--- src/rtl/rect_fill.sv ---
// rect_fill: fills an axis-aligned rectangle of a packed 8-bit-per-pixel
// framebuffer with a single palette index. Four pixels share one 32-bit word.
// The rectangle is clipped to the screen, then written one word per cycle,
// row by row, with per-byte lane enables for partial edge words.
//
// Ports:
//   clk, reset         clock; asynchronous active-high reset
//   cmd_valid/ready    command handshake (ready only while idle)
//   cmd_x, cmd_y       top-left pixel of the rectangle
//   cmd_w, cmd_h       rectangle size in pixels (zero means nothing to draw)
//   cmd_color          palette index replicated into every written byte
//   busy               high from acceptance until the block is idle again
//   done               one-cycle completion pulse
//   fb_wr_addr/data/en framebuffer word write port (en is per byte lane)
module rect_fill #(
   parameter int RESOLUTION_X = 400,
   parameter int RESOLUTION_Y = 300,
   parameter int PIXEL_BITS   = 8
) (
   input  logic                                           clk,
   input  logic                                           reset,
   input  logic                                           cmd_valid,
   output logic                                           cmd_ready,
   input  logic [$clog2(RESOLUTION_X)-1:0]                cmd_x,
   input  logic [$clog2(RESOLUTION_Y)-1:0]                cmd_y,
   input  logic [$clog2(RESOLUTION_X):0]                  cmd_w,
   input  logic [$clog2(RESOLUTION_Y):0]                  cmd_h,
   input  logic [PIXEL_BITS-1:0]                          cmd_color,
   output logic                                           busy,
   output logic                                           done,
   output logic [$clog2(RESOLUTION_X*RESOLUTION_Y/4)-1:0] fb_wr_addr,
   output logic [31:0]                                    fb_wr_data,
   output logic [3:0]                                     fb_wr_en
);

   localparam int XW = $clog2(RESOLUTION_X);
   localparam int YW = $clog2(RESOLUTION_Y);
   localparam int AW = $clog2(RESOLUTION_X * RESOLUTION_Y / 4);
   localparam int CW = XW - 2;   // word-column index width
   localparam int XS = XW + 2;   // wide enough for x + w without overflow
   localparam int YS = YW + 2;

   localparam logic [XS-1:0] RX_S = XS'(RESOLUTION_X);
   localparam logic [YS-1:0] RY_S = YS'(RESOLUTION_Y);
   localparam logic [AW-1:0] WPR  = AW'(RESOLUTION_X / 4);   // words per row

   typedef enum logic [1:0] {
      S_IDLE,
      S_SETUP,
      S_WRITE,
      S_DONE
   } state_t;

   state_t                state_q, state_d;
   logic [XW-1:0]         x0_q, x0_d;
   logic [YW-1:0]         y0_q, y0_d;
   logic [XW:0]           w_q, w_d;
   logic [YW:0]           h_q, h_d;
   logic [PIXEL_BITS-1:0] color_q, color_d;
   logic [XS-1:0]         x1_q, x1_d;
   logic [CW-1:0]         col_q, col_d;
   logic [CW-1:0]         last_col_q, last_col_d;
   logic [YW-1:0]         row_q, row_d;
   logic [YW-1:0]         last_row_q, last_row_d;
   logic [AW-1:0]         row_base_q, row_base_d;
   logic [AW-1:0]         fb_wr_addr_q, fb_wr_addr_d;
   logic [31:0]           fb_wr_data_q, fb_wr_data_d;
   logic [3:0]            fb_wr_en_q, fb_wr_en_d;
   logic [3:0]            lane_en;
   logic                  wr_next;

   // Clipping of the captured command, evaluated while in SETUP.
   logic [XS-1:0] x_sum, x1_clip;
   logic [YS-1:0] y_sum, y1_clip;
   logic [CW-1:0] last_col_c;
   logic [YW-1:0] last_row_c;
   logic          empty;

   assign x_sum      = {2'b00, x0_q} + {1'b0, w_q};
   assign y_sum      = {2'b00, y0_q} + {1'b0, h_q};
   assign x1_clip    = (x_sum > RX_S) ? RX_S : x_sum;
   assign y1_clip    = (y_sum > RY_S) ? RY_S : y_sum;
   assign last_col_c = CW'((x1_clip - XS'(1)) >> 2);
   assign last_row_c = YW'(y1_clip - YS'(1));
   assign empty      = (w_q == '0) || (h_q == '0) ||
                       ({2'b00, x0_q} >= RX_S) || ({2'b00, y0_q} >= RY_S);

   always_comb begin
      state_d      = state_q;
      x0_d         = x0_q;
      y0_d         = y0_q;
      w_d          = w_q;
      h_d          = h_q;
      color_d      = color_q;
      x1_d         = x1_q;
      col_d        = col_q;
      last_col_d   = last_col_q;
      row_d        = row_q;
      last_row_d   = last_row_q;
      row_base_d   = row_base_q;
      fb_wr_data_d = fb_wr_data_q;
      wr_next      = 1'b0;

      case (state_q)
         S_IDLE: begin
            if (cmd_valid && cmd_ready) begin
               x0_d    = cmd_x;
               y0_d    = cmd_y;
               w_d     = cmd_w;
               h_d     = cmd_h;
               color_d = cmd_color;
               state_d = S_SETUP;
            end
         end
         S_SETUP: begin
            if (empty) begin
               state_d = S_DONE;
            end else begin
               // Preload the first word so it is on the port in the first WRITE cycle.
               state_d      = S_WRITE;
               x1_d         = x1_clip;
               last_col_d   = last_col_c;
               last_row_d   = last_row_c;
               row_d        = y0_q;
               col_d        = CW'(x0_q >> 2);
               row_base_d   = AW'(y0_q) * WPR;
               fb_wr_data_d = 32'({4{color_q}});
               wr_next      = 1'b1;
            end
         end
         S_WRITE: begin
            // The port currently shows (row_q, col_q); select the word after it.
            if (col_q == last_col_q) begin
               if (row_q == last_row_q) begin
                  state_d = S_DONE;
               end else begin
                  row_d      = row_q + YW'(1);
                  col_d      = CW'(x0_q >> 2);
                  row_base_d = row_base_q + WPR;
                  wr_next    = 1'b1;
               end
            end else begin
               col_d   = col_q + CW'(1);
               wr_next = 1'b1;
            end
         end
         S_DONE: begin
            state_d = S_IDLE;
         end
         default: begin
            state_d = S_IDLE;
         end
      endcase
   end

   // Lane k of the selected word holds pixel 4*col+k; enable it only inside [x0, x1).
   generate
      for (genvar gi = 0; gi < 4; gi++) begin : g_lane
         logic [XS-1:0] px;
         assign px          = {2'b00, col_d, 2'(gi)};
         assign lane_en[gi] = (px >= {2'b00, x0_q}) && (px < x1_d);
      end
   endgenerate

   assign fb_wr_en_d   = wr_next ? lane_en : 4'b0000;
   assign fb_wr_addr_d = wr_next ? (row_base_d + AW'(col_d)) : fb_wr_addr_q;

   always_ff @(posedge clk or posedge reset) begin
      if (reset) begin
         state_q      <= S_IDLE;
         x0_q         <= '0;
         y0_q         <= '0;
         w_q          <= '0;
         h_q          <= '0;
         color_q      <= '0;
         x1_q         <= '0;
         col_q        <= '0;
         last_col_q   <= '0;
         row_q        <= '0;
         last_row_q   <= '0;
         row_base_q   <= '0;
         fb_wr_addr_q <= '0;
         fb_wr_data_q <= '0;
         fb_wr_en_q   <= '0;
      end else begin
         state_q      <= state_d;
         x0_q         <= x0_d;
         y0_q         <= y0_d;
         w_q          <= w_d;
         h_q          <= h_d;
         color_q      <= color_d;
         x1_q         <= x1_d;
         col_q        <= col_d;
         last_col_q   <= last_col_d;
         row_q        <= row_d;
         last_row_q   <= last_row_d;
         row_base_q   <= row_base_d;
         fb_wr_addr_q <= fb_wr_addr_d;
         fb_wr_data_q <= fb_wr_data_d;
         fb_wr_en_q   <= fb_wr_en_d;
      end
   end

   // Ready is masked by reset so it stays low for the whole reset pulse.
   assign cmd_ready  = (state_q == S_IDLE) && !reset;
   assign busy       = (state_q != S_IDLE);
   assign done       = (state_q == S_DONE);
   assign fb_wr_addr = fb_wr_addr_q;
   assign fb_wr_data = fb_wr_data_q;
   assign fb_wr_en   = fb_wr_en_q;

endmodule

--- config.mk ---
export PLATFORM = sky130hd
export DESIGN_NAME = rect_fill
export DESIGN_NICKNAME = d
export VERILOG_FILES = /design/src/rtl/rect_fill.sv
export SDC_FILE = /design/constraint.sdc
export NUM_CORES = 1
export LEC_CHECK = 0
export BUFFER_PORTS_ARGS = -buffer_cell sky130_fd_sc_hd__buf_2
export CAP_MARGIN = 5
export CORE_MARGIN = 4
export CORE_UTILIZATION = 40
export DETAILED_ROUTE_END_ITERATION = 12
export PLACE_DENSITY_LB_ADDON = 0.05
export RECOVER_POWER = 50
export SLEW_MARGIN = 10
export SYNTH_ARGS = -nofsm -noshare
export SYNTH_HDL_FRONTEND = slang
export SYNTH_SLANG_ARGS = --single-unit
--- constraint.sdc ---
create_clock -name clk -period 6.2 [get_ports clk]
set_clock_uncertainty 0.2 [all_clocks]
set_input_delay 0.31 -clock clk [delete_from_list [all_inputs] [get_ports clk]]
set_output_delay 0.31 -clock clk [all_outputs]
set_load 0.02 [all_outputs]
-- Word level (Yosys, flattened, before mapping)
Cells that the tools add are included.
- output and inout bits: 54
- latch bits: 0
- register bits after elaboration: 157
- input bits: 49
- bits in writable memories: 0
- word-level logic and storage cells: 92
- ROM bits: 0
- memories: 0
- reduce and logical (&&, ||, !) cells: 19
- equal/unequal tests: 10
- multiply operators: 1
- order comparisons: 12
- multiplexer cells: 26
- div/mod/pow operators: 0
- shift-type cells: 0
- bitwise operators: 1
- $add $sub $neg: 8
- operators with widths (kind ; number):
    $mux W15 ; 3
    $lt A9 B11 Y1 ; 4
    $ge A9 B9 Y1 ; 4
    $mux W9 ; 4
    $mux W11 ; 3
    $pmux W15 S2 ; 1
    $add A9 B10 Y11 ; 2
    $gt A11 B9 Y1 const B ; 2
    $mux W7 ; 3
    $logic_not A10 Y1 ; 2
    $ge A9 B9 Y1 const B ; 2
    $pmux W9 S2 ; 1
    $sub A9 B1 Y9 const B ; 2
    $add A15 B7 Y15 ; 1
    $add A15 B7 Y15 const B ; 1
    $pmux W7 S2 ; 1
    $mul A9 B5 Y13 const B ; 1
    $ne A2 B2 Y1 const B ; 5
    $add A9 B1 Y9 const B ; 1
    $eq A9 B9 Y1 ; 1
    $pmux W2 S4 ; 1
    $add A7 B1 Y7 const B ; 1
    $eq A7 B7 Y1 ; 1
    $logic_and A1 B1 Y1 ; 6
    14 further kinds ; 24

-- Longest topological paths before layout
Gate-level depths: netlist of the first run.
- depth in word-level cells: 9
- mapped depth: 22
- depth with buffers taken out: 21

-- Least setup slack after synthesis of the first run
OpenSTA, ideal clock, no wires.
- path kind: flip-flop to flip-flop
- start: register x0_q[0]
- end: register fb_wr_en_q[2], in the netlist fb_wr_en[2]
- cell stages (with the launch flop): 23
- path slack: 1934 ps
- arrival time: 3962 ps
- required time: 5896 ps
- library setup time: 104 ps
- path buffers: 1
- clock period less this slack: 4266 ps
- cells stage by stage: dfrtp_1 -> ha_1 -> fa_1 -> a21o_1 -> a21o_1 -> a21oi_1 -> o21bai_1 -> xor2_1 -> o31a_1 -> o21bai_1 -> and2_1 -> buf_2 -> a22oi_1 -> ha_1 -> a21o_1 -> a21oi_1 -> nor2b_1 -> o21ai_0 -> nand2b_1 -> a21oi_1 -> o21ai_0 -> a21o_1 -> a221oi_1
- longest elaborated chain between the ends: 8
- elaborated cells between the ends (all ways): 16
- those cells by class: add/sub (1); order compare (4); mux (8); reduce/logical (3)
- ends and longest elaborated chain (item ; RTL line ; text):
    start: declaration ; 55 ; logic [XW-1:0] x0_q, x0_d;
    start signal: assignment ; 171 ; x0_q <= '0;
    start signal: assignment ; 187 ; x0_q <= x0_d;
    $add A9 B10 Y11 or $ge A9 B9 Y1 (tied branches) ; 79, 86 ;
    $gt A11 B9 Y1 or $logic_or A1 B1 Y1 (tied branches) ; 81, 85 ;
    $mux W11 or $logic_or A1 B1 Y1 (tied branches) ; 81, 86 ;
    $mux W11 or $mux W7 (tied branches) ; 116 ; if (empty) begin
    $mux W11 or $pmux W7 S2 (tied branches) ; 104 ; case (state_q)
    $lt A9 B11 Y1 or $ge A9 B9 Y1 (tied branches) ; 161 ; assign lane_en[gi] = (px >= {2'b00, x0_q}) && (px < x1_d);
    $logic_and A1 B1 Y1 ; 161 ;
    $mux W4 (*) ; 165 ; assign fb_wr_en_d = wr_next ? lane_en : 4'b0000;
    via fb_wr_en_d[2] ; 68 ; logic [3:0] fb_wr_en_q, fb_wr_en_d;
    end signal: assignment ; 200 ; fb_wr_en_q <= fb_wr_en_d;
    end: declaration ; 68 ;
Mark *: on every way through the listed nets, which the timed path passes. The rest lies on a longest branch.
A chain may end at the register's enable or synchronous reset.

-- Worst setup path in the final report of the first run
Same ends and word-level chain as after synthesis.

==> results of run 1 <==
## worst max-delay path: stages (launching register included)
cell and delay (ns):
dfrtp_1 0.44, ha_1 0.25, fa_1 0.40, a21o_1 0.18, a21o_1 0.21, a21oi_1 0.19, o21bai_1 0.09, xor2_1 0.22
o31a_1 0.32, o21bai_1 0.21, and2_1 0.42, a22oi_1 0.13, ha_1 0.24, a21o_1 0.17, a21oi_1 0.13, nor2b_1 0.05
o21ai_0 0.15, nand2b_1 0.08, a21oi_1 0.14, o21ai_0 0.13, a21o_1 0.21, a221oi_1 0.22
## final cells by class
cell class / instances / area (sq um)
Multi-Input combinational cell: 718 / 5320
Clock inverter: 15 / 164
Timing Repair Buffer: 160 / 993
Tap cell: 285 / 357
Fill cell: 2212 / 11800
Inverter: 59 / 223
Sequential cell: 133 / 3330
Clock buffer: 17 / 425
## cells in the final DEF, fill, tap and decap left out, types with 5 or more instances in the layout
master         count
dfrtp_1          133
nand2_1          102
ha_1              84
inv_1             57
clkbuf_1          54
o21ai_0           53
a21oi_1           52
nor2_1            51
mux2_2            48
buf_2             48
dlygate4sd3_1     47
xor2_1            31
xnor2_1           27
nor3_1            22
nand3_1           20
clkbuf_16         17
nand4_1           14
a21o_1            12
and2_1            11
a22o_1            11
o21a_1            10
and3_1            10
buf_4             10
nand2b_1           9
a22oi_1            9
a211oi_1           7
o31ai_1            7
o21bai_1           7
o22ai_1            7
fa_1               7
and4_1             6
nor2b_1            6
or4_1              5
mux2i_1            5
a31oi_1            5
## per-layer routing
layer / part of all wire [%] / wire (um) / up-vias
li1: - / - / 3707
met1: 49 / 11700 / 3492
met2: 47 / 11100 / 131
met3: 3.2 / 763 / 21
met4: 1.1 / 261 / 0
met5: 0 / 0 / -
## flip-flops by register name, indices dropped and copies added, names as in the netlist
name / flops
state_q: 2
fb_wr_addr: 15
row_base_q: 15
row_q: 9
y0_q: 9
x0_q: 9
x1_q: 11
last_col_q: 7
fb_wr_en: 4
color_q: 8
w_q: 10
last_row_q: 9
h_q: 10
col_q: 7
fb_wr_data: 8
## per-stage QoR
stage	cell area (sq um)	hold slack, ns	util [%]	setup WS [ns]
finish	10800	0.260	47.9	1.30
global route	10800	0.298	47.9	0.908
CTS	10900	0.263	48.2	1.29
detailed placement	9820	0.246	43.5	1.32
global placement	9820	0.243	43.5	1.32
floorplan	9160	0.233	-	1.93
## repair_timing
action                                  in CTS  in global routing
endpoints found under the setup margin       0                  0
hold buffers                                47                  0
endpoints found under the hold margin      113                  0
gates resized for setup                      0                  0
## kinds of logic after synthesis
family / Yosys count / synth area share [%]
xor gates and xnor gates: 58 / 5.54
adders and majority gates: 91 / 13.0
DFF: 133 / 36.3
AOI/OAI and AO/OA: 237 / 17.7
buffers and inverters: 115 / 5.84
muxes: 53 / 6.44
and+or+nand+nor: 279 / 15.1
## path summary, 6_finish.rpt
check / startpoint / end / slack, ns / cells after the start
worst max-delay path: x0_q[0]$_DFFE_PP0P_ / fb_wr_en[2]$_DFF_PP0_ / 1.30 / 21
worst min-delay path: color_q[0]$_DFFE_PP0P_ / fb_wr_data[24]$_DFFE_PP0P_ / 0.26 / 2
worst max register to register: x0_q[0]$_DFFE_PP0P_ / fb_wr_en[2]$_DFF_PP0_ / 1.30 / 21
worst min register to register: color_q[0]$_DFFE_PP0P_ / fb_wr_data[24]$_DFFE_PP0P_ / 0.26 / 2
max in group asynchronous: reset / row_base_q[6]$_DFF_PP0_ / 1.98 / 4
min in group asynchronous: reset / w_q[5]$_DFFE_PP0P_ / 1.10 / 3
==> impl_metrics.csv, run 1 <==
group,metric,value,unit
floorplan,die_width,159,um
route,firstDrtPassIters,5,
clock_network,clock_latency,0.43,ns
floorplan,start_util,40.6,%
grt,grt.met2_usage,30.3,%
yosys,synthArstFlopShare,100,%
placed_design,port-buffer-count,102,
grt,antenna_found_initial,0,
grt,grt_use_met1,27.3,%
grt,top_usage_layer,"met2",
floorplan,die_y,159,um
yosys,synthFlopType,"dfrtp_1",
floorplan,ios,103,
route,wl_per_cell,17.2,um
floorplan,core-area,22600,sq um
placed_design,dp_cells,1308,
grt,grt_usage,19.1,%
sta,max-slew-margin-rel,-105,%
sta,fin_crit_sh,79.1,%
grt,use_met3,3.60,%
sta,tightestPinTransition,3.06,ns
yosys,syn_avg_cell_area,9.49,sq um
yosys,synthTopCellsByCount,"dfrtp_1, nand2_1, ha_1, inv_1, o21ai_0",
placed_design,place_congestion,0.806,
yosys,yosysSeqAreaShare,36.3,%
sta,setup_tns,0,ns
cells_and_area,fin_nets,1229,
outcome,outcome,"finished with violations",
setup_path,arrival,5.03,ns
outcome,violations,"capacitance limit, slew limit",
route,drt-total-wl,23900,um
yosys,synth_edf_count,0,
grt,grt_overflow_total,0,
route,drtAntennaViolNets,0,
cells_and_area,final_cells,1387,
yosys,yosys_warnings,0,
yosys,netlist_instances,966,
sta,setup_viol,0,
grt,grt_pass1_wl,39500,um
yosys,syn-num-nets,1106,
setup_path,worstPathRequired,6.33,ns
cells_and_area,area_growth_syn_to_layout,17.9,%
setup_path,path_class,"reg -> reg",
job,cap_violations,2,
cells_and_area,diodes,0,
sta,hold_viol,0,
floorplan,core.rowCount,55,
placed_design,hpwlAfterDp,17400,um
cells_and_area,drive_gt1_share,14.7,%
setup_path,critPathLaunchType,"register",
sta,rsz0062_at_grt,"false",
clock_network,ctsHtreeMaxLevel,4,
clock_network,clk_pin_slew_worst_paths,0.07,ns
clock_network,cts-root-buf,"clkbuf_16",
yosys,synth_top_area_cell,"dfrtp_1",
yosys,synth_cell_types,75,
floorplan,dieArea,25400,sq um
grt,grt_pass1_vias,7397,
yosys,yosysMostFrequentCell,"dfrtp_1",
clock_network,cts_setup_buffers,0,
route,drtIter0Drc,253,
sta,timing.final.crit_period,4.90,ns
route,remaining_drc_errors,0,
yosys,synth_top_area_share,36.3,%
grt,grt_max_degree,69,
setup_path,critPathCaptureType,"register",
clock_network,clk_path_buf_depth,2,
yosys,synth_area_leaders,"dfrtp_1, ha_1, mux2_2",
sta,max_freq,0.204,GHz
clock_network,cts_tree,"done",
yosys,synth-seq-cells,133,
clock_network,cts_buffers,17,
clock_network,cts_sinks,133,
hold_path,hp-class,"reg -> reg",
route,vias_per_cell,5.30,
setup_path,path_max_fanout,10,
sta,slew_violations,136,
yosys,syn_area,9160,sq um
route,num_vias,7351,
Power of run 1 is left out: the tool's default activity adds up to more than one toggle a clock period on the data nets, which glitch-free logic cannot reach.
==> run 2: changes to the inputs <==
==> constraint.sdc (replaced) <==
create_clock -name clk -period 4.1 [get_ports clk]
set_clock_uncertainty 0.2 [all_clocks]
set_input_delay 0.205 -clock clk [delete_from_list [all_inputs] [get_ports clk]]
set_output_delay 0.205 -clock clk [all_outputs]
set_load 0.02 [all_outputs]
==> impl_metrics.csv, run 2 (synthesis gave the netlist of run 1 again) <==
group,metric,value,unit
hold_path,hp-class,"reg -> reg",
sta,slew_violations,105,
setup_path,worstPathRequired,4.25,ns
clock_network,clk_pin_slew_worst_paths,0.07,ns
floorplan,die_width,159,um
cells_and_area,multi_input_area,5520,sq um
route,vias_per_cell,5.24,
sta,timing.final.crit_period,4.14,ns
clock_network,cts_buffers,17,
route,wl_per_cell,16.2,um
sta,rsz0062_at_grt,"true",
grt,grt_max_degree,80,
setup_path,critPathCaptureType,"register",
floorplan,ios,103,
floorplan,core-area,22600,sq um
sta,final.setup.worst_slack,-0.0351,ns
grt,grt_usage,19.9,%
cells_and_area,fin_nets,1382,
setup_path,reg2reg_depth,21,
sta,holdWs,0.260,ns
route,remaining_drc_errors,0,
clock_network,ctsHtreeMaxLevel,4,
placed_design,port-buffer-count,102,
job,cap_violations,2,
sta,hold_viol,0,
sta,tightestPinTransition,1.75,ns
clock_network,clock_latency,0.43,ns
hold_path,worstHoldPathCells,2,
floorplan,core.rowCount,55,
outcome,outcome,"finished with violations",
route,num_vias,8082,
clock_network,cts-root-buf,"clkbuf_16",
cells_and_area,drive_gt1_share,29.3,%
cells_and_area,area_growth_syn_to_layout,33.5,%
route,drtAntennaViolNets,0,
placed_design,place_congestion,0.798,
route,drtIter0Drc,397,
setup_path,path_max_fanout,5,
sta,max_freq,0.242,GHz
cells_and_area,n_fill_cell,2140,
outcome,violations,"capacitance limit, slew limit, setup timing",
cells_and_area,fin_area,12200,sq um
clock_network,cts_sinks,133,
cells_and_area,final_common_cell,"buf_4",
grt,grt_pass1_vias,8144,
floorplan,start_util,40.6,%
setup_path,path_class,"reg -> reg",
clock_network,clk_path_buf_depth,2,
setup_path,arrival,4.28,ns
grt,grt_pass1_wl,41500,um
clock_network,cts_tree,"done",
sta,fin_crit_sh,101,%
placed_design,hpwlAfterDp,18700,um
route,drt-total-wl,25000,um
route,firstDrtPassIters,5,
placed_design,dp_cells,1431,
sta,max-slew-margin-rel,-17.2,%
cells_and_area,final_cells,1541,
sta,setup_viol,2,
placed_design,place_area,10800,sq um
setup_path,critPathLaunchType,"register",
floorplan,die_y,159,um
cells_and_area,layout_common_cells,"buf_4, dfrtp_1, nand2_1",
sta,setup_tns,-0.0427,ns
floorplan,dieArea,25400,sq um
grt,grt_overflow_total,0,
cells_and_area,area.sequential,3330,sq um
grt,antenna_found_initial,0,
-- run 2: cell count changes in the layout (fill, tap and decap cells not counted), sizes merged --
cell      previous run  this run
bufinv               1         2
inv                 65        67
buf                 58       211
clkinv               5         4
diode                0         1
clkinvlp             3         1
-- run 2: through the flow --
| step | setup WS (ns) | utilization, % |
|---|---|---|
| 2_1_floorplan | 0.00157 | - |
| 3_3_place_gp | -0.161 | 47.8 |
| 3_5_place_dp | -0.260 | 47.8 |
| 4_1_cts | -0.00984 | 53.4 |
| 5_1_grt | -0.278 | 54.2 |
| 6_report | -0.0351 | 54.2 |
-- run 2: cell type report --
class,instances,area share [%]
clock inverters,15,1.69
multi-input cells,718,45.2
well taps,285,2.92
flip-flops and latches,133,27.2
inverters,59,1.84
clock buffers,17,3.48
repair buffers,313,17.7
diodes,1,0.0205
-- run 2: worst paths after layout --
kind | start | to | slack [ns]
setup / recovery | x0_q[0]$_DFFE_PP0P_ | fb_wr_en[2]$_DFF_PP0_ | -0.04
hold / removal | color_q[3]$_DFFE_PP0P_ | fb_wr_data[27]$_DFFE_PP0P_ | 0.26
setup reg to reg | x0_q[0]$_DFFE_PP0P_ | fb_wr_en[2]$_DFF_PP0_ | -0.04
hold reg to reg | color_q[3]$_DFFE_PP0P_ | fb_wr_data[27]$_DFFE_PP0P_ | 0.26
max in group asynchronous | reset | row_base_q[12]$_DFF_PP0_ | 0.97
min in group asynchronous | reset | w_q[4]$_DFFE_PP0P_ | 0.65
-- run 2: routing by layer --
metal / vias up / GRT usage [%] / routed length (um)
met5: - / 0 / 0
met4: 0 / 5.09 / 286
met3: 19 / 2.74 / 822
met2: 142 / 32.5 / 11900
met1: 3898 / 27.8 / 12000
li1: 4023 / - / -
-- run 2: repair_timing --
item,4_1_cts,5_1_grt
endpoints found under the setup margin,10,15
setup buffers,15,15
hold buffers,47,0
pin swaps,7,43
gates resized for setup,17,49
endpoints found under the hold margin,123,0
-- run 2: worst max-delay path: stages (launching register included) --
cell	delay [ns]
dfrtp_1	0.38
ha_2	0.20
fa_2	0.33
a21o_1	0.17
a21o_1	0.18
a21oi_2	0.18
o21bai_2	0.10
xor2_2	0.18
o31a_1	0.32
o21bai_2	0.18
and2_4	0.21
a22oi_1	0.08
ha_2	0.18
a21o_1	0.18
a21oi_2	0.11
nor2b_1	0.05
o21ai_1	0.13
nand2b_1	0.07
a21oi_1	0.13
o21ai_1	0.09
a21o_1	0.22
a221oi_2	0.19
Power of run 2 is left out for the same reason.
